## src/rtl/inst_rom_sync_if.sv

```systemverilog
// Fetch bus between the PC/fetch stage (master) and the instruction memory
// (slave): a valid/ready request channel carrying a byte address, a
// valid/ready response channel carrying the instruction word and an
// out-of-range flag, and a redirect flush.
interface inst_rom_sync_if #(
  parameter int DATA_W = 32,
  parameter int ADDR_W = 32
);
  logic              req_valid;
  logic              req_ready;
  logic [ADDR_W-1:0] req_addr;
  logic              rsp_valid;
  logic              rsp_ready;
  logic [DATA_W-1:0] rsp_data;
  logic              rsp_err;
  logic              flush;

  modport master (
    output req_valid, req_addr, rsp_ready, flush,
    input  req_ready, rsp_valid, rsp_data, rsp_err
  );

  modport slave (
    input  req_valid, req_addr, rsp_ready, flush,
    output req_ready, rsp_valid, rsp_data, rsp_err
  );
endinterface

```

## src/rtl/inst_rom_sync.sv

```systemverilog
// Synchronous instruction memory with a 1- or 2-stage registered read
// pipeline, valid/ready backpressure, redirect flush and out-of-range
// detection (out-of-range fetches return the all-zero halt word with
// rsp_err set).
//
// Optional feature macro: INST_ROM_LOAD_EN
//   defined   -> ld_we/ld_addr/ld_data write the memory at run time
//   undefined -> memory is read-only; the loader ports are accepted but
//                ignored.
//
// The bus interface instance must be built with the same DATA_W/ADDR_W as
// this module.
module inst_rom_sync #(
  parameter int DATA_W    = 32,
  parameter int DEPTH     = 64,
  parameter int ADDR_W    = 32,
  parameter int LATENCY   = 1,
  parameter     INIT_FILE = ""
) (
  input  logic                     clk,
  input  logic                     rst,
  inst_rom_sync_if.slave           bus,
  input  logic                     ld_we,
  input  logic [$clog2(DEPTH)-1:0] ld_addr,
  input  logic [DATA_W-1:0]        ld_data
);

  localparam int IDX_W = $clog2(DEPTH);

  // Legal configurations only; anything else is an elaboration error.
  if (LATENCY != 1 && LATENCY != 2) begin : g_bad_latency
    $error("inst_rom_sync: LATENCY must be 1 or 2");
  end
  if (DEPTH < 32 || DEPTH > 4096 || (1 << IDX_W) != DEPTH) begin : g_bad_depth
    $error("inst_rom_sync: DEPTH must be a power of two in 32..4096");
  end
  if (ADDR_W <= IDX_W + 2) begin : g_bad_addr_w
    $error("inst_rom_sync: ADDR_W too narrow for DEPTH");
  end

  // One pipeline slot: response valid, out-of-range flag and word.
  typedef struct packed {
    logic              valid;
    logic              err;
    logic [DATA_W-1:0] data;
  } stage_t;

  logic [DATA_W-1:0] mem_q [DEPTH];

  stage_t            s1_q;
  stage_t            last_s;
  logic              adv;
  logic              accept;
  logic              oor;
  logic [IDX_W-1:0]  idx;
  logic              unused_addr_bits;

  // Word index from the byte address; the byte-offset bits are don't-care.
  assign idx              = bus.req_addr[IDX_W+1:2];
  assign unused_addr_bits = ^bus.req_addr[1:0];
  assign oor              = |bus.req_addr[ADDR_W-1:IDX_W+2];

  // The whole pipeline moves unless the output holds a response that the
  // consumer is refusing. Stall-to-ready is therefore purely combinational.
  assign adv           = !(last_s.valid && !bus.rsp_ready);
  assign bus.req_ready = adv && !rst;
  assign accept        = bus.req_valid && bus.req_ready;

  // Memory initialisation: all words start at zero.
  // NOTE: the memory has no reset; contents survive rst so a program loaded
  // once stays valid across CPU resets (and a resettable array would not map
  // onto block RAM).
  initial begin
    for (int i = 0; i < DEPTH; i++) mem_q[i] = '0;
  end

  // Stage 1: registered memory read; out-of-range fetches become the halt word.
  // NOTE: all clocked state uses non-blocking assignments so every register
  // samples pre-edge values; this is also what gives read-before-write
  // against the loader port.
  always_ff @(posedge clk) begin
    if (rst) begin
      s1_q <= '0;
    end else if (bus.flush) begin
      s1_q.valid <= 1'b0;
    end else if (adv) begin
      s1_q.valid <= accept;
      s1_q.err   <= oor;
      s1_q.data  <= oor ? '0 : mem_q[idx];
    end
  end

  if (LATENCY == 2) begin : g_lat2
    stage_t s2_q;

    // Stage 2: follows stage 1 whenever the pipeline advances.
    always_ff @(posedge clk) begin
      if (rst) begin
        s2_q <= '0;
      end else if (bus.flush) begin
        s2_q.valid <= 1'b0;
      end else if (adv) begin
        s2_q <= s1_q;
      end
    end

    assign last_s = s2_q;
  end else begin : g_lat1
    assign last_s = s1_q;
  end

  assign bus.rsp_valid = last_s.valid;
  assign bus.rsp_data  = last_s.data;
  assign bus.rsp_err   = last_s.err;

`ifdef INST_ROM_LOAD_EN
  // Run-time loader: independent of the fetch handshake and of stalls;
  // suppressed while rst is high.
  always_ff @(posedge clk) begin
    if (!rst && ld_we) begin
      mem_q[ld_addr] <= ld_data;
    end
  end
`else
  logic unused_ld;
  assign unused_ld = ^{ld_we, ld_addr, ld_data};
`endif

endmodule

```

## src/flat_wrapper.sv

```systemverilog
// flat-port wrapper written by rule: the top's interface ports become plain ports
module inst_rom_sync_flat 
#(
  parameter int DATA_W    = 32,
  parameter int DEPTH     = 64,
  parameter int ADDR_W    = 32,
  parameter int LATENCY   = 1,
  parameter     INIT_FILE = ""
)
  (clk, rst, ld_we, ld_addr, ld_data, bus_req_valid, bus_req_addr, bus_rsp_ready, bus_flush, bus_req_ready, bus_rsp_valid, bus_rsp_data, bus_rsp_err);
  inst_rom_sync_if #(.DATA_W(DATA_W), .ADDR_W(ADDR_W)) bus_i ();
  input  logic clk;
  input  logic rst;
  input  logic ld_we;
  input  logic [$clog2(DEPTH)-1:0] ld_addr;
  input  logic [DATA_W-1:0] ld_data;
  input wire logic [$bits(bus_i.req_valid)-1:0] bus_req_valid;
  input wire logic [$bits(bus_i.req_addr)-1:0] bus_req_addr;
  input wire logic [$bits(bus_i.rsp_ready)-1:0] bus_rsp_ready;
  input wire logic [$bits(bus_i.flush)-1:0] bus_flush;
  output wire logic [$bits(bus_i.req_ready)-1:0] bus_req_ready;
  output wire logic [$bits(bus_i.rsp_valid)-1:0] bus_rsp_valid;
  output wire logic [$bits(bus_i.rsp_data)-1:0] bus_rsp_data;
  output wire logic [$bits(bus_i.rsp_err)-1:0] bus_rsp_err;
  assign bus_i.req_valid = bus_req_valid;
  assign bus_i.req_addr = bus_req_addr;
  assign bus_i.rsp_ready = bus_rsp_ready;
  assign bus_i.flush = bus_flush;
  assign bus_req_ready = bus_i.req_ready;
  assign bus_rsp_valid = bus_i.rsp_valid;
  assign bus_rsp_data = bus_i.rsp_data;
  assign bus_rsp_err = bus_i.rsp_err;
  inst_rom_sync #(.DATA_W(DATA_W), .DEPTH(DEPTH), .ADDR_W(ADDR_W), .LATENCY(LATENCY), .INIT_FILE(INIT_FILE)) u_core (.clk(clk), .rst(rst), .bus(bus_i), .ld_we(ld_we), .ld_addr(ld_addr), .ld_data(ld_data));
endmodule
```

## config.mk

```make
export PLATFORM = sky130hd
export DESIGN_NAME = inst_rom_sync_flat
export DESIGN_NICKNAME = d
export VERILOG_FILES = /design/src/rtl/inst_rom_sync_if.sv /design/src/rtl/inst_rom_sync.sv /design/src/flat_wrapper.sv
export SDC_FILE = /design/constraint.sdc
export NUM_CORES = 1
export LEC_CHECK = 0
export BUFFER_PORTS_ARGS = -buffer_cell sky130_fd_sc_hd__buf_2
export CAP_MARGIN = 0
export CORE_UTILIZATION = 17
export DETAILED_ROUTE_END_ITERATION = 6
export GPL_TIMING_DRIVEN = 0
export PLACE_DENSITY = 0.76
export SYNTH_ARGS = -nofsm -noshare
export SYNTH_HDL_FRONTEND = slang
export SYNTH_SLANG_ARGS = --single-unit
```

## constraint.sdc

```tcl
create_clock -name clk -period 1.45 [get_ports clk]
set_input_delay 0.0725 -clock clk [delete_from_list [all_inputs] [get_ports clk]]
set_output_delay 0.0725 -clock clk [all_outputs]
set_load 0.005 [all_outputs]
```

==> key figures, run 1 <==
Run status
  – Status: complete, no violations

Setup path
  – Crit-path slowest cell: or4_1
  – Max stage delay on crit path: 0.50 ns
  – Critical Path Source Type: register
  – Peak fanout along the critical path: 4
  – Critical Path Sink Type: register
  – Worst EP required: approximately 1.6 ns
  – Worst R2R Path Depth: 3
  – CP arrival: approximately 1.4 ns
  – Worst setup path endpoint: u_core.bus.rsp_err
  – WS Path Type: reg2reg
  – Worst reg2reg endpoint: u_core.bus.rsp_err
  – Reg2Reg Setup Slack: roughly 0.14 ns
  – Critical path, cell by cell: nor2b_1 -> or4_1 -> o221a_1
  – FF-to-FF Start: u_core.bus.rsp_valid
  – CP startpoint: u_core.bus.rsp_valid

Timing
  – RSZ-0062 raised after global routing: no
  – Tcrit/Tclk final: between 90% and 100%
  – Max Fclk: 0.761 GHz
  – Endpoints failing setup: 0
  – Max Slew Vio Count: 0
  – Post-layout min period: around 1.3 ns
  – Setup Skew: about 0.00034 ns
  – Final worst slack: ~0.14 ns
  – Hold Fails Final Rpt: 0

Clocking
  – Clk_lat worst skew: between 0.2 and 0.25 ns
  – Post-CTS Setup Bufs: 0
  – CTS tree: yes
  – # hold bufs at CTS: 0
  – Post-CTS sizing: 0
  – Maximum root-to-sink buffer count: 2
  – CTS sink count: 2
  – Reg clk slew, reported paths: around 0.030 ns
  – H-tree depth: 1
  – Clk root buf: clkbuf_4
  – CTS Buf Count: 3

Synthesis
  – Synth warn: 0
  – Sequential area share after synthesis: roughly a tenth
  – Synth area leader: buf_4
  – Post-Syn Area: about 380 sq um
  – Main area contributors after synthesis: buf_4 (64%), dfxtp_1 (11%), nor4_1 (6.7%)
  – Flops & latches, synth: 2
  – Synth Area per Inst: roughly 7.5 sq um
  – Post-Syn Instances: 50
  – Top-area cell type share of the netlist area: between 60% and 70%
  – Count of different cell masters after synthesis: 11

Job
  – Max-Cap Viols: 0

Pwr
  – Net Sw Frac: around a quarter
  – Logic pwr share: between 40% and 50%
  – Sw Pwr: around 80 uW
  – PD cells: 457 mW/mm^2
  – Leakage: approximately 0.45 nW
  – Proportion of power drawn by the clock network: roughly two fifths
  – Cell-internal power: 239 uW
  – Reg power frac: between 10% and 20%
  – Peak supply drop: between 0.2 and 0.3 mV

GRT
  – GR Util All Layers: ~7.8%
  – Largest net degree at the start of global routing: 5
  – Gr ovfl total: 0
  – Initial antenna violation count: 0
  – First-pass GRT wire length: approximately 1300 um
  – Vias in the first global route: roughly 350

Detailed routing
  – First-pass DRT Iterations: 2
  – WL per Instance: roughly 6.6 um
  – DRC violations left: 0
  – Via density: about 3.2
  – Detailed Route WL: just over 900 um
  – Via Count: roughly 450
  – DR iter-0 viols: 3
  – ANT nets after route: 0

Place
  – Placement-stage cell area: 681 sq um
  – Placed insts: 139
  – I/O Buffers: 31
  – Post-DP HPWL: 853 um
  – GPL Wtd Cong: approximately 0.68
  – Setup WS pre-CTS: -0.0481 ns

Floorplanning
  – Chip height: 49.0 um
  – Placeable Area: between 0.002 and 0.0025 sq mm
  – Row cnt: 16
  – Die width: between 40 and 50 um
  – I/O pins: 111
  – Full die area: ~0.0024 sq mm
  – Starting Density: a little under a fifth

Cells and area
  – Share of cells above drive strength 1: approximately 57%
  – Nets: 193
  – Most frequent cells in the layout: buf_4 (32), conb_1 (32), buf_2 (31)
  – # fillers: around 230
  – Finished layout cell area: approximately 700 sq um
  – Final core utilization: 34.8%
  – Multi-input gate area: a little over 200 sq um
  – Final cell count without fillers: ~140
  – Inserted Diodes: 0
  – Synth-to-layout area growth: 87.3%
  – Flip-flop and latch area: between 40 and 50 sq um

Hold path
  – Worst min path class: in2reg
-- flip-flops by register name, summed over array words and instances, names as in the netlist --
signal / count
u_core.bus.rsp_valid: 1
u_core.bus.rsp_err: 1
-- worst max-delay path, delay by kind of cell, from the launching register on --
kind / cells / cell delay [ns]
compound gates: 1 / 0.24
flops: 1 / 0.29
simple gates: 2 / 0.66
-- logic make-up (layout without fill, tap and decap cells) --
family / count (synthesis) / after routing / share of synthesized area (%)
and+or+nand+nor: 13 / 13 / 20.3
AOI/OAI and AO/OA: 1 / 1 / 3.00
other: 1 / 32 / 0.999
buffers and inverters: 33 / 67 / 65.0
DFF: 2 / 2 / 10.7
-- Yosys cell counts --
library cell   n
buf_4         32
nor4_1         4
nor2_1         3
or4_1          3
dfxtp_1        2
conb_1         1
inv_1          1
nand4_1        1
nor2b_1        1
nor3_1         1
o221a_1        1
-- worst min path at each step --
stage / start / to / cells after the start
after floorplan: bus_flush / u_core.bus.rsp_valid / 1
after global placement: bus_flush / u_core.bus.rsp_valid / 2
after detailed placement: bus_flush / u_core.bus.rsp_valid / 2
after CTS: bus_flush / u_core.bus.rsp_valid / 2
after global routing: bus_flush / u_core.bus.rsp_valid / 2
final: bus_flush / u_core.bus.rsp_valid / 2
-- layer usage --
layer	part of all wire (%)	vias up	track usage, %
met1	29	165	5.39
met3	18	4	2.49
met4	2.7	0	8.82
li1	-	235	-
met2	50	50	15.0
met5	0	-	0
-- area by class of cell --
cell class,instances,share of cell area [%]
Multi-Input combinational cell,46,29.5
Tap cell,27,4.80
Buffer,32,34.2
Sequential cell,2,5.69
Clock buffer,3,3.20
Timing Repair Buffer,31,22.1
Inverter,1,0.534
-- through the flow --
stage	TNS, ns	power (mW)	hold slack (ns)
6_report	0	0.321	0.0431
5_1_grt	0	0.349	0.0569
4_1_cts	0	0.326	0.0377
3_5_place_dp	-0.0481	0.196	0.273
3_3_place_gp	-0.0190	0.193	0.265
2_1_floorplan	0	0.152	0.149
-- power by group through the flow --
| stage | registers, mW | clock network [mW] | logic [mW] |
|---|---|---|---|
| floorplan | 0.0614 | 0 | 0.0903 |
| global placement | 0.0609 | 0 | 0.132 |
| detailed placement | 0.0609 | 0 | 0.135 |
| CTS | 0.0602 | 0.130 | 0.135 |
| global route | 0.0607 | 0.136 | 0.152 |
| finish | 0.0603 | 0.123 | 0.138 |
Note: power is estimated with default switching activity, not from simulation.
==> run 2, diff against run 1 <==
--- a/config.mk
+++ b/config.mk
@@ -8,6 +8,7 @@
 export BUFFER_PORTS_ARGS = -buffer_cell sky130_fd_sc_hd__buf_2
 export CAP_MARGIN = 0
 export CORE_UTILIZATION = 17
+export CTS_BUF_LIST = sky130_fd_sc_hd__clkbuf_16
 export DETAILED_ROUTE_END_ITERATION = 6
 export GPL_TIMING_DRIVEN = 0
 export PLACE_DENSITY = 0.76
==> run 2 against run 1 <==
Against the previous run:
- worst setup slack got worse by 0.0089 ns
- critical path depth unchanged
- count of clock-buffer cells in the layout unchanged
- largest cell class unchanged
==> key figures, run 2 (synthesized netlist as in run 1, its figures left out) <==
Pwr
  – Logic pwr share: between 20% and 30%
  – Net Sw Frac: 18.7%
  – Proportion of power drawn by the clock network: between 60% and 70%
  – Sw Pwr: 115 uW
  – PD cells: approximately 810 mW/mm^2
  – Peak supply drop: approximately 0.7 mV
  – Cell-internal power: around 500 uW
  – Leakage: 0.476 nW
  – Total chip power: ~600 uW
  – Reg power frac: about 9.8%

GRT
  – Largest net degree at the start of global routing: 5
  – GR Util All Layers: ~7.6%
  – Vias in the first global route: roughly 350
  – First-pass GRT wire length: between 1000 and 1500 um
  – Gr ovfl total: 0
  – Initial antenna violation count: 0

Timing
  – Post-layout min period: between 1 and 1.5 ns
  – Max Slew Vio Count: 0
  – Max Fclk: about 0.76 GHz
  – Post-route setup TNS: 0 ns
  – Hold Fails Final Rpt: 0
  – RSZ-0062 raised after global routing: no
  – Tcrit/Tclk final: 91.2%
  – Endpoints failing setup: 0
  – Setup Skew: 0.000256 ns
  – Hold_ws: 0.0481 ns

Detailed routing
  – DR WL met3: approximately 170 um
  – Highest routed metal layer: met3
  – ANT nets after route: 0
  – Via density: 3.15
  – Via Count: approximately 450
  – WL per Instance: about 6.6 um
  – Detailed Route WL: 942 um
  – Met1 wire length: approximately 290 um
  – WL met2: roughly 480 um
  – DR iter-0 viols: 3
  – DRC violations left: 0
  – First-pass DRT Iterations: 2

Clocking
  – Maximum root-to-sink buffer count: 2
  – # hold bufs at CTS: 0
  – H-tree depth: 1
  – Clk_lat worst skew: 0.22 ns
  – Clk root buf: clkbuf_16
  – Reg clk slew, reported paths: about 0.030 ns
  – CTS sink count: 2
  – CTS Buf Count: 3
  – CTS tree: yes
  – Post-CTS Setup Bufs: 0
  – Post-CTS sizing: 0

Floorplanning
  – Chip height: 49.0 um
  – Full die area: approximately 0.0024 sq mm
  – I/O pins: around 110
  – Row cnt: 16
  – Die width: around 50 um
  – Placeable Area: 0.00202 sq mm
  – Starting Density: 18.6%

Cells and area
  – Nets: a little under 200
  – Share of cells above drive strength 1: a little under three fifths
  – Final core utilization: a little under two fifths
  – Inserted Diodes: 0
  – Most frequent cells in the layout: buf_4 (32), conb_1 (32), buf_2 (31)
  – Synth-to-layout area growth: 101%
  – Finished layout cell area: 756 sq um
  – # fillers: between 200 and 250

Place
  – GPL Wtd Cong: 0.684
  – Post-DP HPWL: ~850 um
  – Placement-stage cell area: ~680 sq um
  – I/O Buffers: 31

Setup path
  – Worst reg2reg endpoint: u_core.bus.rsp_err
  – Peak fanout along the critical path: 4
  – Crit path max-delay family: simple AND/OR/NAND/NOR gates
  – Crit-path slowest cell: or4_1
  – Critical Path Source Type: register
  – Critical Path Sink Type: register
  – Cell count along the critical path: 3
  – Max stage delay on crit path: roughly 0.50 ns
  – Buf+Inv Stages, Crit Path: 0
  – Critical path, cell by cell: nor2b_1 -> or4_1 -> o221a_1
  – FF-to-FF Start: u_core.bus.rsp_valid
  – CP arrival: around 1.4 ns
  – Reg2Reg Setup Slack: 0.13 ns
  – WS Path Type: reg2reg
  – Worst EP required: ~1.6 ns
  – Worst R2R Path Depth: 3

Run status
  – Status: complete, no violations

Hold path
  – Hold endpoint: u_core.bus.rsp_valid
  – Worst hold start: bus_flush
  – Hold path cells: 2
  – Worst min path class: in2reg

Job
  – Max-Cap Viols: 0
==> run 2: cell count changes in the layout (fill, tap and decap cells not counted) <==
cell       delta
clkbuf_16     +3
clkbuf_4      -3
==> run 2: worst max-delay path by stage <==
stage	start	slack, ns	end
2_1_floorplan	bus_req_addr[12]	0.09	u_core.bus.rsp_err
3_3_place_gp	bus_req_addr[12]	-0.02	u_core.bus.rsp_err
3_5_place_dp	bus_req_addr[12]	-0.05	u_core.bus.rsp_err
4_1_cts	u_core.bus.rsp_valid	0.13	u_core.bus.rsp_err
5_1_grt	u_core.bus.rsp_valid	0.08	u_core.bus.rsp_err
6_report	u_core.bus.rsp_valid	0.13	u_core.bus.rsp_err
==> run 2: layer usage <==
metal  global-route usage (%)  vias up
li1                         -      235
met2                     15.3       48
met3                     3.74        0
met1                     5.59      165
met4                     4.41        0
met5                        0        -
==> run 2: stage by stage <==
step,setup WS (ns),instances
6_report,0.128,142
3_3_place_gp,-0.0190,139
4_1_cts,0.128,142
2_1_floorplan,0.0887,81
3_5_place_dp,-0.0481,139
5_1_grt,0.0777,142
==> run 2: cell type report <==
class                           count  area [sq um]  share of cell area (%)
Inverter                            1          3.75                   0.497
Buffer                             32           240                    31.8
Timing Repair Buffer               31           155                    20.5
Sequential cell                     2          40.0                    5.30
Clock buffer                        3          75.1                    9.93
Tap cell                           27          33.8                    4.47
Multi-Input combinational cell     46           208                    27.5
==> run 2: power by group through the flow <==
stage	Combinational, mW	Clock [mW]	Sequential [mW]
after CTS	0.135	0.422	0.0603
after global placement	0.132	0	0.0609
after floorplan	0.0903	0	0.0614
after global routing	0.152	0.428	0.0607
after detailed placement	0.135	0	0.0609
final	0.138	0.416	0.0604
